### src/rtl/pulse_to_valid_gen_if.sv
// Request-side handshake bundle between event logic, pulse_to_valid_gen and the AXI sink.
// The master modport belongs to the generator, which drives VALID and the status outputs.
interface pulse_to_valid_gen_if #(
    parameter int CNT_W = 4
);
    logic             Req_Pulse;
    logic             READY;
    logic             Clear_Ovf;
    logic             VALID;
    logic [CNT_W-1:0] Pending;
    logic             Overflow;
    logic             Busy;

    modport master (
        input  Req_Pulse,
        input  READY,
        input  Clear_Ovf,
        output VALID,
        output Pending,
        output Overflow,
        output Busy
    );

    modport slave (
        output Req_Pulse,
        output READY,
        output Clear_Ovf,
        input  VALID,
        input  Pending,
        input  Overflow,
        input  Busy
    );
endinterface

### src/rtl/pulse_to_valid_gen.sv
// Turns single-cycle request pulses into a held AXI VALID level. Pulses that arrive during a
// handshake are queued in a saturating counter, and an optional idle gap separates transfers.
module pulse_to_valid_gen #(
    parameter int CNT_W = 4,
    parameter int GAP   = 0
) (
    input  logic                  ACLK,
    input  logic                  ARESETN,
    pulse_to_valid_gen_if.master  bus
);
    typedef enum logic [1:0] {
        IDLE   = 2'd0,
        ASSERT = 2'd1,
        GAPW   = 2'd2
    } state_t;

    localparam logic [CNT_W-1:0] PEND_MAX = {CNT_W{1'b1}};
    localparam logic [7:0]       GAP_V    = 8'(GAP);

    state_t           state, state_nxt;
    logic [CNT_W-1:0] pend, pend_nxt;
    logic [7:0]       gap_cnt, gap_nxt;
    logic             ovf, ovf_nxt;
    logic             valid_q;
    logic             hs;
    logic             drop;

    assign hs = valid_q & bus.READY;

    // Pending moves by the net of one new request and one completed handshake per cycle.
    always_comb begin
        pend_nxt = pend;
        drop     = 1'b0;
        if (bus.Req_Pulse && !hs) begin
            if (pend == PEND_MAX) begin
                drop = 1'b1;
            end else begin
                pend_nxt = pend + 1'b1;
            end
        end else if (!bus.Req_Pulse && hs) begin
            pend_nxt = pend - 1'b1;
        end

        ovf_nxt = ovf;
        if (drop) begin
            ovf_nxt = 1'b1;
        end else if (bus.Clear_Ovf) begin
            ovf_nxt = 1'b0;
        end
    end

    always_comb begin
        state_nxt = state;
        gap_nxt   = gap_cnt;
        case (state)
            IDLE: begin
                if (pend != '0 || bus.Req_Pulse) begin
                    state_nxt = ASSERT;
                end
            end
            ASSERT: begin
                if (hs) begin
                    if (GAP == 0) begin
                        state_nxt = (pend_nxt != '0) ? ASSERT : IDLE;
                    end else begin
                        state_nxt = GAPW;
                        gap_nxt   = GAP_V;
                    end
                end
            end
            GAPW: begin
                gap_nxt = gap_cnt - 8'd1;
                // Leaving on the count of 1 keeps VALID low for exactly GAP cycles.
                if (gap_cnt <= 8'd1) begin
                    gap_nxt   = 8'd0;
                    state_nxt = (pend_nxt != '0) ? ASSERT : IDLE;
                end
            end
            default: begin
                state_nxt = IDLE;
                gap_nxt   = 8'd0;
            end
        endcase
    end

    always_ff @(posedge ACLK or negedge ARESETN) begin
        if (!ARESETN) begin
            state   <= IDLE;
            pend    <= '0;
            gap_cnt <= 8'd0;
            ovf     <= 1'b0;
            valid_q <= 1'b0;
        end else begin
            state   <= state_nxt;
            pend    <= pend_nxt;
            gap_cnt <= gap_nxt;
            ovf     <= ovf_nxt;
            valid_q <= (state_nxt == ASSERT);
        end
    end

    assign bus.VALID    = valid_q;
    assign bus.Pending  = pend;
    assign bus.Overflow = ovf;
    assign bus.Busy     = (state != IDLE) || (pend != '0);
endmodule

### src/flat_wrapper.sv
// flat-port wrapper written by rule: the top's interface ports become plain ports
module pulse_to_valid_gen_flat 
#(
    parameter int CNT_W = 4,
    parameter int GAP   = 0
)
  (ACLK, ARESETN, bus_Req_Pulse, bus_READY, bus_Clear_Ovf, bus_VALID, bus_Pending, bus_Overflow, bus_Busy);
  pulse_to_valid_gen_if #(.CNT_W(CNT_W)) bus_i ();
  input  logic ACLK;
  input  logic ARESETN;
  input wire logic [$bits(bus_i.Req_Pulse)-1:0] bus_Req_Pulse;
  input wire logic [$bits(bus_i.READY)-1:0] bus_READY;
  input wire logic [$bits(bus_i.Clear_Ovf)-1:0] bus_Clear_Ovf;
  output wire logic [$bits(bus_i.VALID)-1:0] bus_VALID;
  output wire logic [$bits(bus_i.Pending)-1:0] bus_Pending;
  output wire logic [$bits(bus_i.Overflow)-1:0] bus_Overflow;
  output wire logic [$bits(bus_i.Busy)-1:0] bus_Busy;
  assign bus_i.Req_Pulse = bus_Req_Pulse;
  assign bus_i.READY = bus_READY;
  assign bus_i.Clear_Ovf = bus_Clear_Ovf;
  assign bus_VALID = bus_i.VALID;
  assign bus_Pending = bus_i.Pending;
  assign bus_Overflow = bus_i.Overflow;
  assign bus_Busy = bus_i.Busy;
  pulse_to_valid_gen #(.CNT_W(CNT_W), .GAP(GAP)) u_core (.ACLK(ACLK), .ARESETN(ARESETN), .bus(bus_i));
endmodule
### config.mk
export PLATFORM = sky130hd
export DESIGN_NAME = pulse_to_valid_gen_flat
export DESIGN_NICKNAME = d
export VERILOG_FILES = /design/src/rtl/pulse_to_valid_gen_if.sv /design/src/rtl/pulse_to_valid_gen.sv /design/src/flat_wrapper.sv
export SDC_FILE = /design/constraint.sdc
export NUM_CORES = 1
export LEC_CHECK = 0
export CAP_MARGIN = 5
export CORE_MARGIN = 8
export CORE_UTILIZATION = 60
export CTS_CLUSTER_SIZE = 24
export DETAILED_ROUTE_END_ITERATION = 10
export DONT_BUFFER_PORTS = 1
export PLACE_DENSITY = 0.76
export SLEW_MARGIN = 20
export SYNTH_ARGS = -nofsm -noshare
export SYNTH_HDL_FRONTEND = slang
export SYNTH_SLANG_ARGS = --single-unit
### constraint.sdc
create_clock -name ACLK -period 4.2 [get_ports ACLK]
set_clock_uncertainty 0.05 [all_clocks]
set_input_delay 0.42 -clock ACLK [delete_from_list [all_inputs] [get_ports ACLK]]
set_output_delay 0.42 -clock ACLK [all_outputs]
set_load 0.02 [all_outputs]
==> impl_metrics.json, run 1 <==
{
  "dp.final_hpwl_um": 1440,
  "rows": 14,
  "holdCritPathClass": "in -> reg",
  "worst_path_largest_cell_delay_ns": 0.61,
  "wl_per_cell_um": 15.4,
  "overflow": 0,
  "firstDrtPassIters": 4,
  "cp.buffers_inverters": 1,
  "drt_wl_total_um": 1900,
  "clock_insertion_delay_worst_skew_ns": 0.28,
  "route.detailed.vias_per_inst": 6.24,
  "gate_family_responsible_for_the_most_delay_along_the_worst_path": "simple AND/OR/NAND/NOR gates",
  "die_height_um": 55.7,
  "cap_violations": 0,
  "outcome": "finished clean",
  "detail_route.drc_violations": 0,
  "synth.distinct_cells": 33,
  "grt.total_usage_pct": 12.8,
  "cts_inserted_buffers": 3,
  "place_congestion": 0.862,
  "num_io_pins": 12,
  "timing.critical_path.arrival_ns": 2.21,
  "initial_core_util_pct": 63.5,
  "fin_crit_ns": 2.11,
  "ys.warnings.count": 0,
  "syn-cell-area_sq_um": 946,
  "achievable-frequency_mhz": 475,
  "antenna_found_initial": 0,
  "synth-seq-cells": 16,
  "vias": 768,
  "timing.slew.headroom_pct": 53.7,
  "post-place-cells": 118,
  "design.die.area_sq_um": 3100,
  "drt_iter0_drc": 41,
  "report.final.setup_viol": 0,
  "clkSlewWorstSetupHoldPaths_ns": 0.09,
  "synth.avg_cell_area_sq_um": 9.18,
  "ant_nets": 0,
  "grt_pass1_wl_um": 3350,
  "worstSetupEndpointType": "flip-flop",
  "layout-area-overhead-vs-synth_pct": 6.61,
  "die_width_um": 55.7,
  "max_slew.worst_pin.slew_ns": 0.692,
  "yosys-top-cells-area": "sky130_fd_sc_hd__dfrtp_1 42%, sky130_fd_sc_hd__ha_1 6.6%, sky130_fd_sc_hd__o21ai_0 4.8%",
  "slew_viol_final": 0,
  "via_count_of_the_first_global_routing_pass": 730,
  "maximum_number_of_buffers_from_clock_root_to_sink": 2,
  "largest_net_degree_at_the_start_of_global_routing": 17,
  "critical_path.max_fanout": 8,
  "num-nets-final": 118,
  "synth_top_area_share_pct": 42.3,
  "layout-drive-gt1-share_pct": 10.3,
  "rrSetupSlack_ns": 2.09,
  "hold_violations_final": 0,
  "synthesized_net_count": 113,
  "mostFrequentLayoutCells": "16 x sky130_fd_sc_hd__dfrtp_1, 10 x sky130_fd_sc_hd__inv_1, 10 x sky130_fd_sc_hd__nor2_1",
  "pwr_density_cell_nw_per_um2": 478,
  "commonest_non_fill_non_tap_cell_in_the_layout": "sky130_fd_sc_hd__dfrtp_1",
  "worst_path_max_delay_cell": "sky130_fd_sc_hd__or4b_2",
  "static-leakage-power_uw": 0.000460,
  "layout_worst_path_cycle_share_pct": 50.1,
  "required_time_worst_endpoint_ns": 4.30,
  "setup-tns-final_ns": 0,
  "crit_path_start_kind": "flip-flop",
  "largest_voltage_drop_on_the_vdd_net_uv": 350,
  "place.port_buffers": 0,
  "critPathKind": "reg -> reg",
  "synth.largest_area_cell": "sky130_fd_sc_hd__dfrtp_1",
  "clock_sink_count": 16,
  "crit_chain": "inv_1 > ha_1 > or4b_2 > a221oi_1 > a31oi_1",
  "cts_tree": "built",
  "n_antenna_cell": 0,
  "synth-seq-area-share_pct": 42.3,
  "placeableCoreArea_sq_um": 1490,
  "clock_tree.root_cell": "sky130_fd_sc_hd__clkbuf_4",
  "h-tree-depth": 1,
  "synth-edff-count": 0,
  "post_synth_inst_count": 103,
  "ys_async_sr_fraction_pct": 100,
  "layout.cells.non_filler": 123,
  "grt_setup_unrepaired": "no",
  "yosys_most_used_dff": "sky130_fd_sc_hd__dfrtp_1"
}
-- per-stage QoR --
step / util, % / hold slack [ns] / setup slack (ns) / total power (uW) / area [sq um]
2_1_floorplan: - / 0.0744 / 2.24 / 350 / 946
3_3_place_gp: 64.6 / 0.0748 / 2.18 / 379 / 962
3_5_place_dp: 64.6 / 0.0749 / 2.09 / 385 / 962
4_1_cts: 67.7 / 0.186 / 2.10 / 487 / 1010
5_1_grt: 67.7 / 0.182 / 2.03 / 523 / 1010
6_report: 67.7 / 0.190 / 2.09 / 482 / 1010
-- per-layer routing --
metal  global-route usage, %  up-vias  routed length, um
met3                    5.02        0                140
met2                    21.0       26                894
met1                    15.6      361                865
met5                       0        -                  0
met4                    2.11        0                  0
li1                        -      381                  -
-- worst paths after layout --
kind                                       start               endpoint  depth (start not counted)
setup / recovery           u_core.bus.Pending[0]        u_core.state[0]                          5
min in group asynchronous                ARESETN      u_core.gap_cnt[6]                          1
hold / removal                     bus_Clear_Ovf    u_core.bus.Overflow                          1
max in group asynchronous                ARESETN  u_core.bus.Pending[0]                          1
hold reg to reg                u_core.gap_cnt[4]      u_core.gap_cnt[4]                          1
setup reg to reg           u_core.bus.Pending[0]        u_core.state[0]                          5
-- cells in the mapped netlist (all sizes together) (2+ instances only) --
master and count:
nor4 3, dfrtp 16, ha 5, o221ai 2, a31oi 3, nand2b 5
inv 10, nand2 9, nand3 4, o41ai 3, o22ai 2, o21ai 12
nor2 10, nor3 3
-- power breakdown --
group	total, uW	internal (uW)	switching [uW]
clock network	97.9	52.7	45.2
registers	251	178	73.4
logic	133	60.9	72.1
total	482	291	191
-- logic make-up (layout without fill, tap and decap cells) --
group                      Yosys count  after routing  synth area share [%]
AOI/OAI and AO/OA                   28             28                  21.7
xor gates and xnor gates             1              1                 0.926
adders and majority gates            5              5                  6.61
buffers and inverters               11             15                  4.37
DFF                                 16             16                  42.3
muxes                                1              1                  1.19
and+or+nand+nor                     41             41                  22.9
-- layout make-up --
class / count / area [sq um]
fillers: 125 / 480
well taps: 16 / 20.0
repair buffers: 1 / 10.0
clock buffers: 4 / 36.3
inverters: 10 / 37.5
multi-input cells: 76 / 504
flip-flops and latches: 16 / 400
-- flip-flops by register name (all words and copies together), names as in the netlist --
name,cells
u_core.gap_cnt,8
u_core.bus.VALID,1
u_core.bus.Pending,4
u_core.state,2
u_core.bus.Overflow,1
-- timing repair --
action / 4_1_cts / 5_1_grt
hold endpoints to repair: 16 / 0
resized for setup: 0 / 0
hold buffers: 1 / 0
setup buffers: 0 / 0
endpoints found under the setup margin: 0 / 0
Note: power is estimated with default switching activity, not from simulation.
==> inputs of run 2 (changes only) <==
- CORE_UTILIZATION: 60 -> 54
- PLACE_DENSITY: 0.76 -> 0.72
- clock period: 4.2 -> 1.9 ns (I/O delays scaled with it)
==> impl_metrics.json, run 2 (synthesized netlist as in run 1, its figures left out) <==
{
  "outcome": "finished clean",
  "pwr_density_cell_nw_per_um2": 1060,
  "num-nets-final": 126,
  "clock_tree.root_cell": "sky130_fd_sc_hd__clkbuf_4",
  "cap_violations": 0,
  "grt_pass1_wl_um": 3530,
  "dp.final_hpwl_um": 1540,
  "cts_setup_buffers": 0,
  "placedInstanceArea_sq_um": 1020,
  "achievable-frequency_mhz": 561,
  "firstDrtPassIters": 4,
  "clkSlewWorstSetupHoldPaths_ns": 0.09,
  "timing.slew.headroom_pct": 51.8,
  "largest_net_degree_at_the_start_of_global_routing": 17,
  "maximum_number_of_buffers_from_clock_root_to_sink": 2,
  "cp.buffers_inverters": 1,
  "h-tree-depth": 1,
  "total_power_uw": 1190,
  "place_congestion": 0.826,
  "r2r_cells": 7,
  "worstSetupEndpointType": "flip-flop",
  "clock_insertion_delay_worst_skew_ns": 0.28,
  "cts_inserted_buffers": 3,
  "critPathKind": "reg -> reg",
  "via_count_of_the_first_global_routing_pass": 840,
  "place_worst_setup_slack_ns": 0.0119,
  "holdCritPathClass": "in -> reg",
  "register_bank_with_the_most_flops": "u_core.gap_cnt",
  "layout_worst_path_cycle_share_pct": 93.8,
  "gate_family_responsible_for_the_most_delay_along_the_worst_path": "compound AO/OA/AOI/OAI gates",
  "cts_tree": "built",
  "place.port_buffers": 0,
  "timing.critical_path.arrival_ns": 1.93,
  "worst_path_max_delay_cell": "sky130_fd_sc_hd__dfrtp_2",
  "detail_route.drc_violations": 0,
  "drt_iter0_drc": 4,
  "design.die.area_sq_um": 3350,
  "overflow": 0,
  "antenna_found_initial": 0,
  "critical_path.max_fanout": 7,
  "rows": 15,
  "crit_path_start_kind": "flip-flop",
  "hold_violations_final": 0,
  "largest_register_ffs": 8,
  "ant_nets": 0,
  "num_io_pins": 12,
  "grt.total_usage_pct": 12.9,
  "min_path_cells": 2,
  "fin_ws_ns": 0.117,
  "n_antenna_cell": 0,
  "clock_sink_count": 16,
  "setup-tns-final_ns": 0,
  "layout-drive-gt1-share_pct": 25.2,
  "wl_per_cell_um": 15.5,
  "required_time_worst_endpoint_ns": 2.05,
  "layout.cell_area.non_filler_sq_um": 1130,
  "grt_setup_unrepaired": "no",
  "worst_path_largest_cell_delay_ns": 0.36,
  "drt_wl_total_um": 2040,
  "largest_voltage_drop_on_the_vdd_net_uv": 691,
  "static-leakage-power_uw": 0.000512,
  "slew_viol_final": 0,
  "crit_chain": "buf_4 > ha_4 > nand3_1 > nor2b_2 > mux2_2 > a22o_1 > a31oi_1",
  "layout-area-overhead-vs-synth_pct": 19.0,
  "die_height_um": 57.9,
  "vias": 810,
  "commonest_non_fill_non_tap_cell_in_the_layout": "sky130_fd_sc_hd__dfrtp_1",
  "fin_crit_ns": 1.78,
  "max_slew.worst_pin.slew_ns": 0.720,
  "route.detailed.vias_per_inst": 6.14,
  "initial_core_util_pct": 56.0,
  "mostFrequentLayoutCells": "14 x sky130_fd_sc_hd__dfrtp_1, 9 x sky130_fd_sc_hd__inv_1, 9 x sky130_fd_sc_hd__o21ai_0, 9 x sky130_fd_sc_hd__nor2_1, 8 x sky130_fd_sc_hd__nand2_1",
  "die_width_um": 57.9,
  "report.final.setup_viol": 0,
  "placeableCoreArea_sq_um": 1690,
  "path_depth": 7
}
-- run 2: repair_timing --
item                                   4_1_cts  5_1_grt
endpoints found under the hold margin       17        0
hold buffers                                 2        0
setup endpoints to repair                    0        8
gates resized for setup                      0       10
-- run 2: area by class of cell --
type | count | area, sq um
clock buffer | 4 | 36.3
fill | 144 | 563
inverter | 10 | 37.5
multi-input combinational | 76 | 556
sequential | 16 | 403
tap | 17 | 21.3
timing repair buffer | 9 | 72.6
-- run 2: report_power, final --
group	internal, uW	total, uW	switching (uW)	leakage (uW)
combinational	217	530	313	0.000290
clock	116	221	104	0.0000210
sequential	399	443	44.2	0.000202
-- run 2: metal layers --
layer  part of all wire [%]  global-route usage [%]
met1                     44                    14.7
met2                     50                    22.3
met3                    5.3                    4.19
met4                      0                    3.85
met5                      0                       0
-- run 2: path summary, 6_finish.rpt --
check	from	to	slack [ns]
worst min-delay path	bus_READY	u_core.bus.Overflow	0.14
worst max register to register	u_core.bus.Pending[0]	u_core.bus.VALID	0.12
max in group asynchronous	ARESETN	u_core.bus.Pending[1]	0.95
worst min register to register	u_core.gap_cnt[4]	u_core.gap_cnt[4]	0.47
worst max-delay path	u_core.bus.Pending[0]	u_core.bus.VALID	0.12
min in group asynchronous	ARESETN	u_core.gap_cnt[6]	0.35
-- run 2: metrics by stage --
step           std cells  util, %  hold WS [ns]
2_1_floorplan        103        -        -0.156
3_3_place_gp         126     60.7        -0.155
5_1_grt              132     66.7         0.145
3_5_place_dp         126     60.7        -0.155
6_report             132     66.7         0.144
4_1_cts              132     64.0         0.125
==> inputs of run 3 (changes only) <==
- ABC_CLOCK_PERIOD_IN_PS: not set -> 1900
- CORE_MARGIN: 8 -> 2
==> impl_metrics.json, run 3 (synthesized netlist as in run 1, its figures left out) <==
{
  "outcome": "finished clean",
  "critPathKind": "reg -> reg",
  "crit_path_start_kind": "flip-flop",
  "clock_tree.root_cell": "sky130_fd_sc_hd__clkbuf_4",
  "grt_setup_unrepaired": "yes",
  "place_congestion": 0.849,
  "clock_sink_count": 16,
  "register_bank_with_the_most_flops": "u_core.gap_cnt",
  "gate_family_responsible_for_the_most_delay_along_the_worst_path": "simple AND/OR/NAND/NOR gates",
  "achievable-frequency_mhz": 549,
  "max_slew.worst_pin.slew_ns": 0.722,
  "critical_path.max_fanout": 7,
  "design.die.area_sq_um": 2100,
  "cp.buffers_inverters": 0,
  "rows": 15,
  "vias": 815,
  "fin_crit_ns": 1.82,
  "largest_net_degree_at_the_start_of_global_routing": 17,
  "detail_route.drc_violations": 0,
  "static-leakage-power_uw": 0.000529,
  "cap_violations": 0,
  "cts_inserted_buffers": 3,
  "timing.slew.headroom_pct": 51.7,
  "num-nets-final": 129,
  "ant_nets": 0,
  "rrSetupSlack_ns": 0.08,
  "layout_worst_path_cycle_share_pct": 95.8,
  "layout-area-overhead-vs-synth_pct": 19.8,
  "largest_register_ffs": 8,
  "grt_pass1_wl_um": 3170,
  "die_width_um": 45.9,
  "die_height_um": 45.9,
  "overflow": 0,
  "placeableCoreArea_sq_um": 1690,
  "route.detailed.vias_per_inst": 6.04,
  "wl_per_cell_um": 14.6,
  "worst_path_largest_cell_delay_ns": 0.42,
  "placedInstanceArea_sq_um": 1030,
  "holdCritPathClass": "in -> reg",
  "cts_tree": "built",
  "clock_insertion_delay_worst_skew_ns": 0.29,
  "place.port_buffers": 0,
  "firstDrtPassIters": 4,
  "mostFrequentLayoutCells": "14 x sky130_fd_sc_hd__dfrtp_1, 10 x sky130_fd_sc_hd__inv_1, 9 x sky130_fd_sc_hd__o21ai_0, 9 x sky130_fd_sc_hd__nor2_1, 9 x sky130_fd_sc_hd__buf_4",
  "required_time_worst_endpoint_ns": 2.01,
  "maximum_number_of_buffers_from_clock_root_to_sink": 2,
  "drt_iter0_drc": 19,
  "num_io_pins": 12,
  "timing.critical_path.arrival_ns": 1.93,
  "largest_voltage_drop_on_the_vdd_net_uv": 705,
  "setup-tns-final_ns": 0,
  "n_antenna_cell": 0,
  "via_count_of_the_first_global_routing_pass": 775,
  "antenna_found_initial": 0,
  "worst_path_max_delay_cell": "sky130_fd_sc_hd__dfrtp_1",
  "worstSetupEndpointType": "flip-flop",
  "pwr_density_cell_nw_per_um2": 1040,
  "layout.cell_area.non_filler_sq_um": 1130,
  "hold_violations_final": 0,
  "grt.total_usage_pct": 21.4,
  "slew_viol_final": 0,
  "commonest_non_fill_non_tap_cell_in_the_layout": "sky130_fd_sc_hd__dfrtp_1",
  "drt_wl_total_um": 1970,
  "initial_core_util_pct": 56.0,
  "layout-drive-gt1-share_pct": 24.6,
  "dp.final_hpwl_um": 1470,
  "report.final.setup_viol": 0,
  "crit_chain": "or3_4 > nor4_1 > nor2_1 > nand2_2 > o21ai_1",
  "clkSlewWorstSetupHoldPaths_ns": 0.09,
  "h-tree-depth": 1
}
## run 3: cell types whose count changed in the layout (fill, tap and decap cells not counted), sizes merged
cell / previous run / this run
buf: 7 / 10
## run 3: layout make-up
class | instances | area (sq um)
Inverter | 10 | 37.5
Timing Repair Buffer | 12 | 98.8
Fill cell | 143 | 556
Tap cell | 17 | 21.3
Sequential cell | 16 | 403
Clock buffer | 4 | 36.3
Multi-Input combinational cell | 76 | 537
## run 3: final timing paths
kind | start | to | cells past startpoint
worst max-delay path | u_core.gap_cnt[2] | u_core.gap_cnt[2] | 5
min in group asynchronous | ARESETN | u_core.gap_cnt[5] | 1
max in group asynchronous | ARESETN | u_core.bus.Pending[1] | 1
worst min-delay path | bus_READY | u_core.bus.Overflow | 2
worst min register to register | u_core.gap_cnt[5] | u_core.gap_cnt[5] | 1
worst max register to register | u_core.gap_cnt[2] | u_core.gap_cnt[2] | 5
## run 3: report_power, final
group	switching, uW	leakage (uW)	internal, uW
clock network	108	0.0000210	117
registers	47.2	0.000202	399
logic	294	0.000306	211
total	449	0.000529	727
## run 3: through the flow
stage | setup slack, ns | instances | total power, uW | util (%) | hold WS, ns
5_1_grt | -0.0452 | 135 | 1270 | 67.1 | 0.134
4_1_cts | 0.00674 | 133 | 1160 | 64.4 | 0.117
3_3_place_gp | 0.0861 | 127 | 919 | 61.1 | -0.155
3_5_place_dp | 0.0102 | 127 | 929 | 61.1 | -0.155
2_1_floorplan | 0.0320 | 103 | 787 | - | -0.156
6_report | 0.0789 | 135 | 1180 | 67.1 | 0.140
## run 3: per-layer routing
metal	vias up	wire [um]	track usage [%]	part of all wire, %
met3	4	54	4.76	2.7
met5	-	0	0	0
met2	18	1030	34.7	52
met4	0	38	12.6	1.9
met1	391	850	25.6	43
li1	402	-	-	-
## run 3: repair_timing
action / 4_1_cts / 5_1_grt
gates resized for setup: 0 / 7
hold buffers: 2 / 0
endpoints found under the hold margin: 17 / 0
setup endpoints to repair: 0 / 8
buffers inserted: 0 / 2
## run 3: worst register-to-register path, cell delays in order (launching register included)
cell	delay, ns
sky130_fd_sc_hd__dfrtp_1	0.42
sky130_fd_sc_hd__or3_4	0.42
sky130_fd_sc_hd__nor4_1	0.41
sky130_fd_sc_hd__nor2_1	0.12
sky130_fd_sc_hd__nand2_2	0.19
sky130_fd_sc_hd__o21ai_1	0.10
